$ cat src/rtl/board_ctrl.sv
// Tic-tac-toe game-state controller: holds the board, alternates player/CPU turns, validates moves, detects win/draw.
// Optional CPU move fallback after CPU_TIMEOUT cycles when BOARD_CPU_TIMEOUT_EN is defined.
module board_ctrl #(
  parameter int CPU_TIMEOUT = 255
) (
  input  logic        clock,
  input  logic        reset,
  input  logic        new_game,
  input  logic        move_valid,
  input  logic [3:0]  move_coord,
  output logic        cpu_req,
  input  logic        cpu_valid,
  input  logic [3:0]  cpu_coord,
  output logic [17:0] board,
  output logic [8:0]  occupied,
  output logic        illegal,
  output logic        game_over,
  output logic [1:0]  winner
);

  typedef enum logic [2:0] {S_PLAYER, S_EVAL_P, S_CPU_WAIT, S_EVAL_C, S_OVER} state_t;

  state_t      state, state_n;
  logic [17:0] board_n;
  logic        illegal_n;
  logic [1:0]  winner_n;
  logic [15:0] occ_pad;
  logic        move_legal, cpu_legal;

  function automatic logic has_line(input logic [17:0] b, input logic [1:0] who);
    logic [8:0] m;
    for (int i = 0; i < 9; i++) m[i] = (b[2*i +: 2] == who);
    return (m[0] & m[1] & m[2]) | (m[3] & m[4] & m[5]) | (m[6] & m[7] & m[8]) |
           (m[0] & m[3] & m[6]) | (m[1] & m[4] & m[7]) | (m[2] & m[5] & m[8]) |
           (m[0] & m[4] & m[8]) | (m[2] & m[4] & m[6]);
  endfunction

  function automatic logic [17:0] put(input logic [17:0] b, input logic [3:0] idx,
                                      input logic [1:0] who);
    logic [17:0] r;
    r = b;
    for (int i = 0; i < 9; i++)
      if (idx == 4'(i)) r[2*i +: 2] = who;
    return r;
  endfunction

  always_comb begin
    for (int i = 0; i < 9; i++) occupied[i] = |board[2*i +: 2];
  end

  // Indices 9..15 read as occupied so one lookup covers both range and emptiness.
  assign occ_pad    = {7'h7f, occupied};
  assign move_legal = !occ_pad[move_coord];
  assign cpu_legal  = !occ_pad[cpu_coord];
  assign cpu_req    = (state == S_CPU_WAIT);
  assign game_over  = (state == S_OVER);

`ifdef BOARD_CPU_TIMEOUT_EN
  localparam int CW = (CPU_TIMEOUT > 2) ? $clog2(CPU_TIMEOUT) : 1;
  logic [CW-1:0] cnt, cnt_n;
  logic [3:0]    first_empty;
  logic          timeout_hit;

  always_comb begin
    first_empty = 4'd0;
    for (int i = 8; i >= 0; i--)
      if (!occupied[i]) first_empty = 4'(i);
  end

  assign timeout_hit = (cnt == CW'(CPU_TIMEOUT - 1));
  assign cnt_n       = (state == S_CPU_WAIT) ? cnt + 1'b1 : '0;

  always_ff @(posedge clock) begin
    if (!reset) cnt <= '0;
    else        cnt <= cnt_n;
  end
`else
  logic unused_timeout;
  assign unused_timeout = ^CPU_TIMEOUT;
`endif

  always_comb begin
    state_n   = state;
    board_n   = board;
    illegal_n = 1'b0;
    winner_n  = winner;
    if (new_game) begin
      state_n  = S_PLAYER;
      board_n  = '0;
      winner_n = 2'b00;
    end else begin
      case (state)
        S_PLAYER: begin
          if (move_valid) begin
            if (move_legal) begin
              board_n = put(board, move_coord, 2'b01);
              state_n = S_EVAL_P;
            end else begin
              illegal_n = 1'b1;
            end
          end
        end
        S_EVAL_P: begin
          if (has_line(board, 2'b01)) begin
            state_n  = S_OVER;
            winner_n = 2'b01;
          end else if (&occupied) begin
            state_n  = S_OVER;
            winner_n = 2'b00;
          end else begin
            state_n = S_CPU_WAIT;
          end
        end
        S_CPU_WAIT: begin
          if (cpu_valid && cpu_legal) begin
            board_n = put(board, cpu_coord, 2'b10);
            state_n = S_EVAL_C;
          end else begin
            if (cpu_valid) illegal_n = 1'b1;
`ifdef BOARD_CPU_TIMEOUT_EN
            if (timeout_hit) begin
              board_n = put(board, first_empty, 2'b10);
              state_n = S_EVAL_C;
            end
`endif
          end
        end
        S_EVAL_C: begin
          if (has_line(board, 2'b10)) begin
            state_n  = S_OVER;
            winner_n = 2'b10;
          end else if (&occupied) begin
            state_n  = S_OVER;
            winner_n = 2'b00;
          end else begin
            state_n = S_PLAYER;
          end
        end
        S_OVER:  ;
        default: state_n = S_PLAYER;
      endcase
    end
  end

  always_ff @(posedge clock) begin
    if (!reset) begin
      state   <= S_PLAYER;
      board   <= '0;
      illegal <= 1'b0;
      winner  <= 2'b00;
    end else begin
      state   <= state_n;
      board   <= board_n;
      illegal <= illegal_n;
      winner  <= winner_n;
    end
  end

endmodule

$ cat config.mk
export PLATFORM = sky130hd
export DESIGN_NAME = board_ctrl
export DESIGN_NICKNAME = d
export VERILOG_FILES = /design/src/rtl/board_ctrl.sv
export SDC_FILE = /design/constraint.sdc
export NUM_CORES = 1
export LEC_CHECK = 0
export ABC_AREA = 1
export CAP_MARGIN = 20
export CORE_MARGIN = 2
export CORE_UTILIZATION = 30
export DETAILED_ROUTE_END_ITERATION = 12
export PLACE_DENSITY = 0.65
export RECOVER_POWER = 50
export REMOVE_ABC_BUFFERS = 1
export SETUP_SLACK_MARGIN = 0.5
export SYNTH_ARGS = -nofsm -noshare
export SYNTH_HDL_FRONTEND = slang
export SYNTH_SLANG_ARGS = --single-unit
$ cat constraint.sdc
create_clock -name clock -period 2.5 [get_ports clock]
set_input_delay 0.375 -clock clock [delete_from_list [all_inputs] [get_ports clock]]
set_output_delay 0.375 -clock clock [all_outputs]
set_load 0.005 [all_outputs]
==> reports/results.tsv <==
metric	value	unit
status	completed	
CTS tree	yes	
M1 GR Usage	24.5	%
GR Util met2	28.1	%
Fin. Hold Viols	0	
die area	0.00673	sq mm
arrival time at the worst endpoint	2160	ps
RePlAce Congestion	0.878	
R2R cell count	7	
Max Cap Viol	0	
final cycle utilization of the critical path	79.4	%
ys async rst share	0	%
clk_skew	12.3	ps
FMAX	504	MHz
Area growth syn-to-layout	33.9	%
Detailed Route WL	5770	microns
number of global-route vias before repair	1850	
row count	28	
hpwl dp	4390	microns
area share of the largest cell type after synthesis	26.3	%
Critical R2R Capture	board[14]	
Synth area leaders	dfxtp_1 26%, nor2_1 11%, nand2_1 10%, inv_1 8.8%, a21oi_1 6.8%	
GRT met3 Usage	3.41	%
R2R setup slack	630	ps
first-pass GRT wire length	9020	microns
maximum buffer depth of the clock tree	2	
count of final max-slew check failures	0	
synth unique cells	33	
synthesized area	0.00183	sq mm
critical setup path kind	input pin to flop	
Req. time, crit path	2680	ps
Most used DFF post-synth	dfxtp_1	
EDFF count, synth	0	
Final Util	41.3	%
Initial Util	30.9	%
antenna violations before repair	0	
hold path endpoint	winner[0]	
clock root buffer	clkbuf_8	
pwr/cell area	373	mW/mm^2
Congestion Overflow GR	0	
num ports	45	
GR peak layer	met2	
DR WL/cell	13.9	microns
routed vias/inst	4.93	
worst-path fanout max	9	
Setup-failing EPs final	0	
crit path launch type	input pin	
Clock transition at path regs	100	ps
largest area contributor in the synthesized netlist	dfxtp_1	
1st-iter DRT viols	130	
Seq cells post-synth	24	
Num CTS Buffers	3	
worst vdd ir	0.000264	V
Nets	353	
Total GRT Usage	17.7	%
Leak Pwr	0.00109	uW
Avg Cell Area, Syn	6.24	sq um
htree depth	1	
post-route ant nets	0	
Slew @ Worst Pin	546	ps
post-synthesis instance total	293	
Port Buffers	44	
die height	82.1	microns
Hold Path Class	flop to flop	
detailed-route DRC error count	0	
# diodes	0	
cell with the most instances after synthesis	nor2_1	
largest net degree at the start of global routing	20	
drt first pass iters	4	
Tmin final	1990	ps
synth warn	0	
hold_sp	winner[0]	
Core Area	0.00592	sq mm
Worst setup EP type	flop	
layout cell share with drive strength beyond 1	11.2	%
clock sinks	24	
RSZ-0062 raised after global routing	true	
Die X-Extent	82.1	microns
post-synthesis sequential area ratio	26.3	%
max_slew headroom	63.4	%
clock latency on the worst-skew pair	280	ps
Synth top cells by count	53 x nor2_1, 51 x nand2_1, 43 x inv_1, 25 x a21oi_1, 24 x dfxtp_1	
Hold Path Stages	2	
Reg-to-Reg Start	state[0]	
fill count	618	
via count	2043	
setup TNS	0	ps
## state kept, by name, indices dropped and copies added, names as in the netlist
register,cells
state,3
illegal,1
board,18
winner,2
## logic make-up after synthesis
| logic type | share of synthesized area (%) |
|---|---|
| and+or+nand+nor | 46.0 |
| buffers and inverters | 12.9 |
| AOI/OAI and AO/OA | 14.8 |
| DFF | 26.3 |
## metal layers
layer	vias to the layer above	share of wire, %
met2	55	44
met3	13	5.0
met5	-	0
li1	1058	-
met1	917	49
met4	0	1.9
## worst max path at each step
stage	from	end	slack [ps]	depth (start not counted)
floorplan	state[0]	board[11]	960	8
global placement	move_coord[0]	board[8]	250	11
detailed placement	move_coord[0]	board[8]	270	11
CTS	state[0]	board[7]	450	7
global route	move_coord[1]	board[15]	410	9
finish	move_coord[1]	board[17]	510	11
## layout by cell type, fill, tap and decap left out, types with 11 or more instances in the layout
master           Yosys  routed
nand2_1             51      50
clkdlybuf4s50_1      0      17
a31oi_1             11      11
nand4_1             16      16
nor2_1              53      51
inv_1               43      43
a21oi_1             25      25
dfxtp_1             24      24
dlygate4sd3_1        0      24
nand3_1             20      20
## critical path, stage by stage
cell	delay [ps]
dlygate4sd3_1	620
inv_2	120
nor2_2	60
nand2_2	70
o21ai_2	70
o21ai_4	230
nand4_2	280
nand3_1	180
nand2_1	60
inv_1	50
nor2_1	40
## metrics by stage
stage	cell area, sq um	total power [uW]	std cells	worst slack, ps	hold slack [ps]
final	2450	912	414	515	500
after CTS	2410	912	413	448	505
after global routing	2450	952	414	407	537
after floorplan	1780	497	288	955	474
after detailed placement	2320	562	408	271	487
after global placement	2320	561	408	250	481
## final cells by class
cell class	instances	area, sq um	share of cell area (%)
clock buffer	3	41.3	1.69
clock inverter	1	30.0	1.23
inverter	49	189	7.72
multi-input combinational	216	1150	47.0
sequential	24	480	19.6
tap	75	93.8	3.83
timing repair buffer	46	463	18.9
## power by group
part | switching (uW) | internal (uW)
clock network | 136 | 214
logic | 110 | 61.5
registers | 3.78 | 386
total | 250 | 662
## repair_timing
item,CTS,global route
setup buffers,1,0
setup endpoints to repair,1,19
hold buffers,0,0
resized for setup,1,9
cloned,0,1
No activity file was read; power rests on OpenSTA's default activity.
